--- src/rtl/router_pkg.sv ---
`default_nettype none
// +------------------------------------------------------------------+
// | router_pkg : shared types and constants for the router control   |
// | Revision   : 1.0                                                 |
// +------------------------------------------------------------------+
package router_pkg;

  localparam int         NUM_PORTS    = 3;
  localparam int         DATA_W       = 8;
  localparam logic [1:0] ADDR_INVALID = 2'b11;

  typedef enum logic [2:0] {
    IDLE        = 3'd0,
    WAIT_EMPTY  = 3'd1,
    LOAD_FIRST  = 3'd2,
    LOAD_DATA   = 3'd3,
    LOAD_PARITY = 3'd4,
    DROP        = 3'd5
  } state_t;

  // One-hot port select; the invalid address maps to no port at all.
  function automatic logic [NUM_PORTS-1:0] port_sel(input logic [1:0] addr);
    port_sel = NUM_PORTS'(1) << addr;
  endfunction

endpackage
`default_nettype wire

--- src/rtl/router_timeout.sv ---
`default_nettype none
// +------------------------------------------------------------------+
// | router_timeout : per-FIFO idle watchdog, one-cycle soft reset    |
// | Revision       : 1.0                                             |
// +------------------------------------------------------------------+
module router_timeout #(
  parameter int TIMEOUT = 30
) (
  input  logic clk,
  input  logic rst,
  input  logic i_fifo_empty,
  input  logic i_read_en,
  output logic o_soft_rst
);

  localparam int c_cnt_w = (TIMEOUT > 1) ? $clog2(TIMEOUT) : 1;
  localparam logic [c_cnt_w-1:0] c_last = c_cnt_w'(TIMEOUT - 1);

  logic [c_cnt_w-1:0] r_cnt;
  logic               r_soft_rst;

  // Counts stalled cycles; the terminal cycle raises the pulse and restarts.
  always_ff @(posedge clk or posedge rst) begin
    if (rst) begin
      r_cnt      <= '0;
      r_soft_rst <= 1'b0;
    end else if (i_fifo_empty || i_read_en) begin
      r_cnt      <= '0;
      r_soft_rst <= 1'b0;
    end else if (r_cnt == c_last) begin
      r_cnt      <= '0;
      r_soft_rst <= 1'b1;
    end else begin
      r_cnt      <= r_cnt + 1'b1;
      r_soft_rst <= 1'b0;
    end
  end

  assign o_soft_rst = r_soft_rst;

endmodule
`default_nettype wire

--- src/rtl/router_ctrl.sv ---
`default_nettype none
// +------------------------------------------------------------------+
// | router_ctrl : packet router FSM, FIFO write steering, watchdogs  |
// | Option      : ROUTER_PARITY_CHECK_EN enables parity checking     |
// | Revision    : 1.0                                                |
// +------------------------------------------------------------------+
module router_ctrl
  import router_pkg::*;
#(
  parameter int TIMEOUT = 30,
  parameter int LEN_W   = 6
) (
  input  logic                 clk,
  input  logic                 rst,
  input  logic                 pkt_valid,
  input  logic [DATA_W-1:0]    data_in,
  input  logic [NUM_PORTS-1:0] fifo_full,
  input  logic [NUM_PORTS-1:0] fifo_empty,
  input  logic [NUM_PORTS-1:0] read_en,
  output logic                 busy,
  output logic [NUM_PORTS-1:0] we,
  output logic [NUM_PORTS-1:0] valid_out,
  output logic [NUM_PORTS-1:0] soft_rst,
  output logic [DATA_W-1:0]    data_out,
  output logic                 lfd_state,
  output logic                 parity_err
);

  state_t                r_state;
  state_t                w_next;
  logic [DATA_W-1:0]     r_hdr;
  logic [1:0]            r_addr;
  logic [LEN_W-1:0]      r_cnt;

  logic                  w_accept;
  logic [1:0]            w_in_addr;
  logic [NUM_PORTS-1:0]  w_in_sel;
  logic [NUM_PORTS-1:0]  w_sel;
  logic                  w_full;
  logic                  w_empty;
  logic                  w_srst;
  logic                  w_hdr_ok;
  logic [LEN_W-1:0]      w_len;

  assign w_accept  = pkt_valid & ~busy;
  assign w_in_addr = data_in[1:0];
  assign w_in_sel  = port_sel(w_in_addr);
  assign w_sel     = port_sel(r_addr);
  assign w_full    = |(fifo_full & w_sel);
  assign w_empty   = |(fifo_empty & w_sel);
  assign w_srst    = |(soft_rst & w_sel);
  assign w_hdr_ok  = w_accept && (w_in_addr != ADDR_INVALID);
  assign w_len     = r_hdr[DATA_W-1 -: LEN_W];
  assign valid_out = ~fifo_empty;

  always_ff @(posedge clk or posedge rst) begin
    if (rst) r_state <= IDLE;
    else     r_state <= w_next;
  end

  always_comb begin
    w_next = r_state;
    case (r_state)
      IDLE:        if (w_hdr_ok) w_next = (|(fifo_empty & w_in_sel)) ? LOAD_FIRST : WAIT_EMPTY;
      WAIT_EMPTY:  if (w_empty) w_next = LOAD_FIRST;
      LOAD_FIRST: begin
        if (w_srst)       w_next = DROP;
        else if (!w_full) w_next = (w_len == '0) ? LOAD_PARITY : LOAD_DATA;
      end
      LOAD_DATA: begin
        if (w_srst)                                  w_next = DROP;
        else if (w_accept && (r_cnt == LEN_W'(1)))   w_next = LOAD_PARITY;
      end
      // A parity byte accepted in the soft-reset cycle still completes the packet.
      LOAD_PARITY: begin
        if (w_accept)    w_next = IDLE;
        else if (w_srst) w_next = DROP;
      end
      DROP:        if (w_accept && (r_cnt == '0)) w_next = IDLE;
      default:     w_next = IDLE;
    endcase
  end

  always_comb begin
    busy      = 1'b0;
    we        = '0;
    data_out  = '0;
    lfd_state = 1'b0;
    case (r_state)
      WAIT_EMPTY: busy = 1'b1;
      LOAD_FIRST: begin
        busy      = 1'b1;
        lfd_state = 1'b1;
        data_out  = r_hdr;
        we        = w_sel & {NUM_PORTS{~w_full & ~w_srst}};
      end
      LOAD_DATA, LOAD_PARITY: begin
        busy     = w_full;
        data_out = data_in;
        we       = w_sel & {NUM_PORTS{pkt_valid & ~w_full & ~w_srst}};
      end
      default: ;
    endcase
  end

  // Counter holds bytes still owed before the parity byte, also while dropping.
  always_ff @(posedge clk or posedge rst) begin
    if (rst) begin
      r_hdr  <= '0;
      r_addr <= '0;
      r_cnt  <= '0;
    end else begin
      if ((r_state == IDLE) && w_hdr_ok) begin
        r_hdr  <= data_in;
        r_addr <= w_in_addr;
      end
      if (r_state == LOAD_FIRST) begin
        r_cnt <= w_len;
      end else if (((r_state == LOAD_DATA) || (r_state == LOAD_PARITY) || (r_state == DROP))
                   && w_accept && (r_cnt != '0)) begin
        r_cnt <= r_cnt - 1'b1;
      end
    end
  end

`ifdef ROUTER_PARITY_CHECK_EN
  logic [DATA_W-1:0] r_xor;
  logic              r_perr;

  always_ff @(posedge clk or posedge rst) begin
    if (rst) begin
      r_xor  <= '0;
      r_perr <= 1'b0;
    end else if ((r_state == IDLE) && w_hdr_ok) begin
      r_xor  <= data_in;
      r_perr <= 1'b0;
    end else if ((r_state == LOAD_DATA) && w_accept) begin
      r_xor  <= r_xor ^ data_in;
    end else if ((r_state == LOAD_PARITY) && w_accept) begin
      r_perr <= (r_xor != data_in);
    end
  end

  assign parity_err = r_perr;
`else
  assign parity_err = 1'b0;
`endif

  for (genvar gi = 0; gi < NUM_PORTS; gi++) begin : g_timeout
    router_timeout #(
      .TIMEOUT (TIMEOUT)
    ) u_timeout (
      .clk          (clk),
      .rst          (rst),
      .i_fifo_empty (fifo_empty[gi]),
      .i_read_en    (read_en[gi]),
      .o_soft_rst   (soft_rst[gi])
    );
  end

endmodule
`default_nettype wire

--- config.mk ---
export PLATFORM = sky130hd
export DESIGN_NAME = router_ctrl
export DESIGN_NICKNAME = d
export VERILOG_FILES = /design/src/rtl/router_pkg.sv /design/src/rtl/router_timeout.sv /design/src/rtl/router_ctrl.sv
export SDC_FILE = /design/constraint.sdc
export NUM_CORES = 1
export LEC_CHECK = 0
export ABC_AREA = 1
export BUFFER_PORTS_ARGS = -buffer_cell sky130_fd_sc_hd__buf_4
export CAP_MARGIN = 20
export CORE_MARGIN = 5
export CORE_UTILIZATION = 55
export DETAILED_ROUTE_END_ITERATION = 10
export PLACE_DENSITY = 0.79
export SLEW_MARGIN = 40
export SYNTH_ARGS = -nofsm -noshare
export SYNTH_HDL_FRONTEND = slang
export SYNTH_SLANG_ARGS = --single-unit
export TNS_END_PERCENT = 10
--- constraint.sdc ---
create_clock -name clk -period 1.6 [get_ports clk]
set_input_delay 0.16 -clock clk [delete_from_list [all_inputs] [get_ports clk]]
set_output_delay 0.16 -clock clk [all_outputs]
set_load 0.02 [all_outputs]
==> results of run 1 <==
-- cell usage in the layout, fill, tap and decap left out, types with 2 or more instances in the layout --
cell      count
nor3_1        5
xor2_1        7
ha_1          9
inv_1        26
dfrtp_2       3
inv_4         2
nand2_2       8
inv_2         7
nand2_4       2
clkinv_4      2
o21ai_0       3
clkbuf_8      5
xnor2_1       5
nand3_1      21
o21ai_2      14
nand3_2       4
nor2_4        4
nand4_1       3
nand2_1      52
o211ai_1      2
o211ai_2      4
nor3_2        2
nand3_4       2
nor2_1       27
nor2_2        4
o21ai_1       2
buf_4        54
a21oi_1       2
dfrtp_1      32
buf_6         9
-- area by class of cell --
| type | count | area (µm²) | share of cell area |
|---|---|---|---|
| clock inverter | 3 | 43.8 | 0.0150 |
| tap | 48 | 60.1 | 0.0205 |
| sequential | 35 | 880 | 0.301 |
| clock buffer | 5 | 68.8 | 0.0235 |
| multi-input combinational | 189 | 1210 | 0.414 |
| inverter | 36 | 145 | 0.0496 |
| timing repair buffer | 64 | 517 | 0.177 |
-- metal layers --
metal  wire, µm  track usage  vias up
li1           -            -      991
met1       2230        0.268      958
met2       2890        0.401       64
met3        333       0.0523       20
met4        169       0.0861        0
met5          0            0        -
-- kinds of logic after synthesis --
group | share of synthesized area
AOI/OAI and AO/OA | 0.104
xor gates and xnor gates | 0.0484
adders and majority gates | 0.0519
buffers and inverters | 0.0870
DFF | 0.403
other | 0.00173
and+or+nand+nor | 0.303
-- cells in the mapped netlist (all sizes together) --
cell,n
a21oi,2
and3,1
buf,6
clkinv,1
conb,1
dfrtp,35
ha,9
inv,35
nand2,62
nand3,27
nand4,3
nor2,35
nor3,7
nor4,1
o211ai,6
o21ai,20
o221ai,1
o22ai,2
xnor2,5
xor2,7
-- repair_timing --
action                                  4_1_cts  5_1_grt
cloned                                        0        0
setup buffers                                14        4
pin swaps                                     4        3
endpoints found under the setup margin       23       29
resized for setup                            36        7
endpoints found under the hold margin        35        0
hold buffers                                  1        0
-- flip-flops by register name, summed over array words and instances, names as in the netlist --
signal,count
r_hdr,8
g_timeout.u_timeout.o_soft_rst,3
g_timeout.u_timeout.r_cnt,15
r_state,3
r_cnt,6
-- power breakdown --
group | leakage [nW] | internal, mW | switching [mW]
Clock | 0.0581 | 0.464 | 0.331
Sequential | 0.460 | 1.09 | 0.209
Combinational | 0.989 | 1.26 | 1.71
Total | 1.51 | 2.81 | 2.25
-- worst reg2reg max path, cell delays in order (launching register included) --
cell and delay, ps:
dfrtp_2 460, nor2_2 180, nand2_1 90, nand3_2 100, buf_4 110, buf_4 100
inv_1 60, nand3_1 100, nand2_2 80, nor2_4 150, nand2_2 80, nand2_1 80
nand2_1 60
-- final timing paths --
check	start	cells past startpoint	endpoint	slack, ps
max	r_hdr[1]	8	we[0]	-180
min	read_en[1]	2	g_timeout[1].u_timeout.o_soft_rst	30
max reg2reg	r_hdr[0]	12	r_state[0]	-160
min reg2reg	r_cnt[1]	2	r_cnt[1]	490
max in group asynchronous	rst	4	r_state[2]	740
min in group asynchronous	rst	4	g_timeout[0].u_timeout.r_cnt[4]	520
-- per-stage QoR --
step | power, mW | util | TNS, ps
after detailed placement | 3.66 | 0.677 | -34.1
after global placement | 3.61 | 0.677 | 0
final | 5.06 | 0.782 | -2310
after CTS | 4.90 | 0.767 | -1440
after floorplan | 2.95 | - | 0
after global routing | 5.47 | 0.782 | -5670
==> run metrics, run 1 <==
Worst-path clk slew approximately 80 ps; drt drc 0; Crit Path Max Fanout 4; Cell Chain, Critical Path inv_2 -> nor2_2 -> nand2_1 -> nand3_2 -> nor2_2 -> o21ai_4 -> nor3_2 -> buf_4; min Tclk post-route around 1800 ps; Achievable Freq between 0.5 and 0.6 GHz; DIE HEIGHT between 70 and 80 µm; Crit Path Class flip-flop to output pin; largest net degree at the start of global routing 36; Vias 2033; CP peak stage delay ~440 ps; antenna cell count 0; Post-Synthesis Cell Area 2170 µm²; average cell area after synthesis between 8 and 9 µm²; final wirelength approximately 5.6 mm; family with the most delay on the worst path simple AND/OR/NAND/NOR gates; CTS tree done; final cell count without fillers between 300 and 400; Pre-Repair DR Iteration Count 4; die area between 5000 and 6000 µm²; RSZ-0062 raised after global routing yes; critical path required time between 1000 and 1500 ps; pins over their slew limit 0; Seq/Total Area, Yosys 0.403; Port Buffers 38; Initial Utilization 0.580; Inst Count DP about 350; clk_lat worst skew just under 300 ps; Worst path slowest cell dfrtp_1; Layout area overhead 34.8%; Yosys warning count 0; I/O pins 40; Post-Syn Instances between 200 and 300; CTS sink cnt 35; Core Footprint 3740 µm²; CP Capture Type output pin; hpwl dp roughly 3.8 mm; status complete, but fails checks; dominant cell type by area after synthesis dfrtp_1; Max-Cap Viols 0; ratio of cells with drive above 1 in the final layout 0.398; Net count, final 360; crit path launch type flip-flop; top-area cell type share of the netlist area 0.403; Place WS -33.3 ps; Synth Register Bits 35; buffers and inverters on the worst path 2; num rows 22; GRT overflow 0; Fin. Hold Viols 0; final hold slack 27.1 ps; antenna violations before repair 0; synth unique cells 31; syn nets a little under 300; GPL Wtd Cong roughly 0.91; final setup violation count 28; clk root buf clkbuf_8; number of DRC markers in iteration 0 138; die width between 70 and 80 µm; gr usage total 0.228; DR WL/cell about 15 µm; Inserted Clock Buffers 5; vias in the first global route between 2000 and 2500; Via density 5.35; crit-path most repeated cell nor2_2; Synth area leaders dfrtp_1 (40%), nand2_1 (9.2%), nor2_1 (5.4%); Placed Area 2530 µm²; fin crit share 1.11; remaining antenna violation count 0; worst vdd ir 1.09 mV; pwr dens 1730 nW/µm²; worst hold path class primary input to flip-flop; Leakage 1.51 nW; Fin Clk Skew 8.70 ps; H-tree depth 2; clock tree buffer depth 2; first-pass GRT wire length ~9.4 mm; failing checks setup timing; Worst Path Arrival around 1600 ps; # fillers between 200 and 250; Final Worst Setup Slack -176 ps; Final Cell Area just under 3000 µm²
Power figures use the tool's default switching activity.
==> run 2: changes to the inputs <==
Settings changed: ABC_AREA 1 to default.
==> run 2 against run 1 <==
  * Clock skew is 4.5 ps lower
  * Highest routed layer unchanged
  * The flow still finishes with violations (setup timing)
  * Sequential power is 3% higher
  * First-iteration DRC count is 22% higher
  * Largest cell class unchanged
  * Critical path depth is 3 lower
  * Fmax is 6.3% lower
==> run metrics, run 2 <==
worst reg2reg path depth 5 (was 12); Achievable Freq 0.528 GHz (was 0.563 GHz); GRT overflow 0 (unchanged); synth cell count leaders dfrtp_1 (35), nor2_1 (29), nand2_1 (23), o21ai_0 (21), inv_1 (13) (was nand2_1 (53), dfrtp_1 (35), nor2_1 (31), inv_1 (26), nand3_1 (23)); Worst-path clk slew 70 ps (was 80 ps); ys flop type dfrtp_1 (unchanged); P_int 3.17 mW (was 2.81 mW); Net count, final 344 (was 360); die area 5420 µm² (was 5300 µm²); Placed Area 2810 µm² (was 2530 µm²); Post-Syn Instances 238 (was 266); Fin Clk Skew 4.18 ps (was 8.70 ps); Seq/Total Area, Yosys 0.393 (was 0.403); number of DRC markers in iteration 0 169 (was 138); drt drc 0 (unchanged); vias in the first global route 2065 (was 2033); CTS sink cnt 35 (unchanged); min Tclk post-route 1900 ps (was 1780 ps); commonest non-fill, non-tap cell in the layout buf_4 (unchanged); CP Capture Type flip-flop (was output pin); worst vdd ir 0.851 mV (was 1.09 mV); dominant cell type by area after synthesis dfrtp_1 (unchanged); Max-Cap Viols 0 (unchanged); Yosys warning count 0 (unchanged); status complete, but fails checks (unchanged); Worst Path Arrival 2060 ps (was 1620 ps); Sequential Power Share 0.250 (was 0.257); remaining antenna violation count 0 (unchanged); largest net degree at the start of global routing 36 (unchanged); first-pass GRT wire length 9.52 mm (was 9.38 mm); clock tree buffer depth 2 (unchanged); num rows 23 (was 22); Cell Chain, Critical Path or4_4 -> o21ai_2 -> a31oi_1 -> a21oi_2 -> mux2_2 (was inv_2 -> nor2_2 -> nand2_1 -> nand3_2 -> nor2_2 -> o21ai_4 -> nor3_2 -> buf_4); hpwl dp 4.22 mm (was 3.80 mm); Final Worst Setup Slack -295 ps (was -176 ps); Biggest register g_timeout.u_timeout.r_cnt (unchanged); crit path launch type flip-flop (unchanged); H-tree depth 2 (unchanged); most frequent cell after synthesis dfrtp_1 (was nand2_1); syn nets 267 (was 295); critical path required time 1770 ps (was 1440 ps); biggest regs g_timeout.u_timeout.r_cnt (15), r_hdr (8), r_cnt (6) (unchanged); GPL Wtd Cong 0.946 (was 0.913); fin crit share 1.18 (was 1.11); clk root buf clkbuf_8 (unchanged); Final Cell Area 3020 µm² (was 2930 µm²); final cell count without fillers 365 (was 380); average cell area after synthesis 9.35 µm² (was 8.16 µm²); Rel. slew slack 0.653; Port Buffers 38 (unchanged); final wirelength 5.74 mm (was 5.62 mm); synth unique cells 47 (was 31); combinational share of power 0.631 (was 0.586); clock power share 0.119 (was 0.157); ratio of cells with drive above 1 in the final layout 0.394 (was 0.398); Crit Path Max Fanout 4 (unchanged); Via density 5.57 (was 5.35); Crit Path Class flip-flop to flip-flop (was flip-flop to output pin); max FFs per register 15 (unchanged); gr usage total 0.230 (was 0.228); CP peak stage delay 570 ps (was 440 ps); Inst Count DP 354 (unchanged); top-area cell type share of the netlist area 0.393 (was 0.403); antenna violations before repair 0 (unchanged); clk_lat worst skew 280 ps (was 290 ps); final setup violation count 22 (was 28); most frequent cells in the layout buf_4 (76), dfrtp_1 (33), nor2_1 (28) (was buf_4 (54), nand2_1 (52), dfrtp_1 (32)); switch share 0.410 (was 0.445); setup TNS -3860 ps (was -2310 ps); Post-synth ARST share 1.00 (unchanged); Post-synth EDFFs 0 (unchanged); failing checks setup timing (unchanged); pwr dens 1780 nW/µm² (was 1730 nW/µm²); die width 73.6 µm (was 72.8 µm); antenna cell count 0 (unchanged); CTS tree done (unchanged); Vias 2034 (was 2033); RSZ-0062 raised after global routing yes (unchanged); hold path depth 2 (unchanged); Fin. Hold Viols 0 (unchanged); pins over their slew limit 0 (unchanged); Final Total Pwr 5.37 mW (was 5.06 mW); Post-Synthesis Cell Area 2230 µm² (was 2170 µm²); DR WL/cell 15.7 µm (was 14.8 µm); Worst path slowest cell or4_4 (was dfrtp_1); Initial Utilization 0.560 (was 0.580); Leakage 1.42 nW (was 1.51 nW); worst hold path class primary input to flip-flop (unchanged); Core Footprint 3970 µm² (was 3740 µm²); Pre-Repair DR Iteration Count 4 (unchanged); Layout area overhead 35.6% (was 34.8%); Synth area leaders dfrtp_1 (39%), ha_1 (5.1%), mux2_2 (5.1%) (was dfrtp_1 (40%), nand2_1 (9.2%), nor2_1 (5.4%)); Least-Margin Pin Slew around 520 ps; Inserted Clock Buffers 5 (unchanged); DIE HEIGHT 73.6 µm (was 72.8 µm); net switching power 2.20 mW (was 2.25 mW); Synth Register Bits 35 (unchanged); I/O pins 40 (unchanged)
==> run 2: cell types whose count changed in the layout (fill, tap and decap cells not counted), sizes merged, moves of 3 or more <==
cell	previous run	this run
inv	35	13
nor2b	0	3
mux2i	0	11
nand3	27	8
a21oi	2	6
nand2	62	23
buf	63	82
nor2	35	29
mux2	0	10
nor3b	0	3
a21boi	0	3
==> run 2: logic make-up (layout without fill, tap and decap cells) <==
group                    count (synthesis)  in the layout  share of synthesized area
multiplexers                            21             21                      0.100
flip-flops                              35             35                      0.393
adder cells (fa/ha/maj)                  9              9                     0.0506
AND/OR/NAND/NOR                         82             82                      0.181
AO/OA/AOI/OAI                           53             53                      0.171
XOR/XNOR                                11             11                     0.0433
other                                    1              1                    0.00168
buffers and inverters                   26            103                     0.0590
==> run 2: critical path: cells and delay by family, from the launching register on <==
family,cells,cell delay (ps)
simple gates,1,570
mux,1,360
flops,1,380
compound gates,3,470
==> run 2: final timing paths <==
check,start,endpoint,slack [ps]
setup / recovery,r_cnt[4],r_state[0],-300
hold / removal,read_en[0],g_timeout[0].u_timeout.o_soft_rst,30
setup reg to reg,r_cnt[4],r_state[0],-300
hold reg to reg,g_timeout[1].u_timeout.r_cnt[0],g_timeout[1].u_timeout.r_cnt[0],490
max in group asynchronous,rst,r_state[1],720
min in group asynchronous,rst,g_timeout[2].u_timeout.r_cnt[1],550
==> run 2: metal layers <==
layer	track usage	vias up	share of wire
li1	-	986	-
met1	0.283	973	0.41
met2	0.392	64	0.51
met3	0.0492	11	0.061
met4	0.0845	0	0.020
met5	0	-	0
==> run 2: final cells by class <==
type / instances / area (µm²)
Tap cell: 50 / 62.6
Fill cell: 279 / 953
Multi-Input combinational cell: 177 / 1290
Sequential cell: 35 / 878
Clock buffer: 6 / 82.6
Clock inverter: 1 / 5.00
Timing Repair Buffer: 83 / 648
Inverter: 13 / 48.8
==> run 2: what timing repair did <==
item | CTS | global route
pin swaps | 13 | 3
endpoints found under the setup margin | 28 | 30
resized for setup | 18 | 9
hold buffers | 1 | 0
setup buffers | 3 | 0
endpoints found under the hold margin | 28 | 0
==> run 2: metrics by stage <==
stage           util  hold slack (ps)  setup WS [ps]
3_5_place_dp   0.709              293           -268
2_1_floorplan      -              231           -220
3_3_place_gp   0.709              284           -224
6_report       0.760             34.2           -295
5_1_grt        0.760             25.8           -350
4_1_cts        0.754             36.2           -278
==> run 2: power groups by stage <==
stage          Clock [mW]  Combinational [mW]  Sequential (mW)
2_1_floorplan           0                1.85             1.28
3_3_place_gp            0                3.01             1.33
3_5_place_dp            0                3.07             1.34
4_1_cts             0.646                3.28             1.32
5_1_grt             0.695                3.65             1.36
6_report            0.639                3.38             1.34
==> run 3: changes to the inputs <==
Settings changed: CORE_UTILIZATION 55 to 50, CTS_CLUSTER_SIZE from default to 8, MAX_ROUTING_LAYER from default to met4, PLACE_DENSITY 0.79 to 0.76.
Clock period 1.6 ns to 1.5 ns, I/O delays scaled along.
==> run 3 against run 2 <==
  * The run still ends with setup timing left
  * Non-clock buffer count up 6
  * Core utilization decreased by 2.7 points
  * Critical path type is now flip-flop to output pin
  * Hold slack worse by 4.9 ps
  * Via count grew 4.0%
  * Critical endpoint is now we[1]
  * Global-route usage fell by 1.2 points
==> run metrics, run 3 (synthesis gave the netlist of run 2 again) <==
final setup violation count 23 (was 22); Worst-path clk slew 60 ps (was 70 ps); Biggest register g_timeout.u_timeout.r_cnt (unchanged); min Tclk post-route 1950 ps; switch share 0.412 (was 0.410); failing checks setup timing (unchanged); GRT overflow 0 (unchanged); GPL Wtd Cong 0.905 (was 0.946); Crit Path Max Fanout 3 (was 4); commonest non-fill, non-tap cell in the layout buf_4 (unchanged); fin crit share 1.30; Layout area overhead 42.4% (was 35.6%); Multi-input gate area 1370 µm² (was 1290 µm²); Initial Utilization 0.515 (was 0.560); worst hold path class primary input to flip-flop (unchanged); Fin Clk Skew 4.80 ps (was 4.18 ps); CTS tree done (unchanged); DR WL/cell 16.5 µm (was 15.7 µm); DIE HEIGHT 76.7 µm (was 73.6 µm); Port Buffers 38 (unchanged); ratio of cells with drive above 1 in the final layout 0.425 (was 0.394); Worst Path Arrival 1800 ps (was 2060 ps); max FFs per register 15 (unchanged); H-tree depth 2 (unchanged); utilization after layout 0.733 (was 0.760); first-pass GRT wire length 10.3 mm (was 9.52 mm); num rows 24 (was 23); hpwl dp 4.17 mm (was 4.22 mm); net switching power 2.54 mW (was 2.20 mW); Vias 2116 (was 2034); Max-Cap Viols 0 (unchanged); antenna violations before repair 0 (unchanged); Pre-Repair DR Iteration Count 4 (unchanged); Leakage 1.47 nW (was 1.42 nW); remaining antenna violation count 0 (unchanged); gr usage total 0.218 (was 0.230); Inserted Clock Buffers 5 (unchanged); most frequent cells in the layout buf_4 (73), dfrtp_1 (32), nor2_1 (28) (was buf_4 (76), dfrtp_1 (33), nor2_1 (28)); clock tree buffer depth 2 (unchanged); setup TNS -6130 ps (was -3860 ps); combinational share of power 0.663 (was 0.631); critical path required time 1350 ps (was 1770 ps); # fillers 305 (was 279); I/O pins 40 (unchanged); P_int 3.63 mW (was 3.17 mW); Crit Path Class flip-flop to output pin (was flip-flop to flip-flop); Inst Count DP 359 (was 354); clk_lat worst skew 280 ps (about the same); number of DRC markers in iteration 0 121 (was 169); biggest regs g_timeout.u_timeout.r_cnt (15), r_hdr (8), r_cnt (6) (unchanged); CTS sink cnt 35 (unchanged); largest net degree at the start of global routing 36 (unchanged); clk root buf clkbuf_8 (unchanged); RSZ-0062 raised after global routing yes (unchanged); Via density 5.69 (was 5.57); Net count, final 350 (was 344); clock power share 0.099 (was 0.119); Register Area 880 µm² (was 878 µm²); antenna cell count 0 (unchanged); pins over their slew limit 0 (unchanged); drt drc 0 (unchanged); worst vdd ir 0.955 mV (was 0.851 mV); status complete, but fails checks (unchanged); vias in the first global route 2167 (was 2065); final cell count without fillers 372 (was 365); final wirelength 6.16 mm (was 5.74 mm); die area 5890 µm² (was 5420 µm²); Final Worst Setup Slack -452 ps (was -295 ps); die width 76.7 µm (was 73.6 µm); Final Total Pwr 6.17 mW (was 5.37 mW); Core Footprint 4320 µm² (was 3970 µm²); CP Capture Type output pin (was flip-flop); crit path launch type flip-flop (unchanged); Sequential Power Share 0.238 (was 0.250); Fin. Hold Viols 0 (unchanged); pwr dens 1950 nW/µm² (was 1780 nW/µm²); Achievable Freq 0.512 GHz
==> run 3: cell count changes in the layout (fill, tap and decap cells not counted), moves of 3 or more <==
cell	before	now
buf_4	76	73
buf_6	6	14
o21ai_0	14	6
o21ai_1	4	10
==> run 3: metal layers <==
layer | track usage | share of wire | vias to the layer above
li1 | - | - | 994
met1 | 0.274 | 0.41 | 1035
met2 | 0.355 | 0.51 | 69
met3 | 0.0445 | 0.054 | 18
met4 | 0.0647 | 0.028 | 0
met5 | - | 0 | -
==> run 3: worst paths after layout <==
path                                            startpoint                                end  slack, ps  cells after the start
max in group asynchronous                              rst                         r_state[2]        620                      4
setup / recovery                                  r_hdr[1]                              we[1]       -450                      6
setup reg to reg                                  r_cnt[2]                         r_state[1]       -400                      5
min in group asynchronous                              rst    g_timeout[2].u_timeout.r_cnt[1]        530                      4
hold reg to reg            g_timeout[1].u_timeout.r_cnt[0]    g_timeout[1].u_timeout.r_cnt[0]        490                      1
hold / removal                                  read_en[1]  g_timeout[1].u_timeout.o_soft_rst         30                      2
==> run 3: layout make-up <==
cell class | count | share of cell area
Tap cell | 52 | 0.0205
Inverter | 13 | 0.0154
Sequential cell | 35 | 0.278
Clock buffer | 6 | 0.0229
Timing Repair Buffer | 89 | 0.232
Multi-Input combinational cell | 177 | 0.432
==> run 3: critical path: stages, from the launching register on <==
cell,delay [ps]
dfrtp_1,410
buf_6,150
mux2i_4,260
a2bb2oi_4,190
nand3_4,110
nor3b_2,210
buf_4,190
==> run 3: through the flow <==
stage / setup slack (ps) / cell area, µm² / hold WS [ps]
2_1_floorplan: -320 / 2240 / 221
3_3_place_gp: -319 / 2830 / 278
3_5_place_dp: -444 / 2830 / 288
4_1_cts: -392 / 3110 / 19.6
5_1_grt: -510 / 3170 / 13.1
6_report: -452 / 3170 / 29.2
==> run 3: what timing repair did <==
item	in CTS	in global routing
hold buffers	1	0
pin swaps	13	7
endpoints found under the setup margin	30	28
endpoints found under the hold margin	35	0
buffers inserted	6	0
gates resized for setup	40	18
==> run 3: power groups by stage <==
stage                     sequential, mW  clock [mW]  combinational, mW
after detailed placement            1.46           0               3.29
final                               1.47       0.608               4.09
after global routing                1.51       0.671               4.37
after global placement              1.44           0               3.23
after floorplan                     1.36           0               1.96
after CTS                           1.45       0.626               3.85
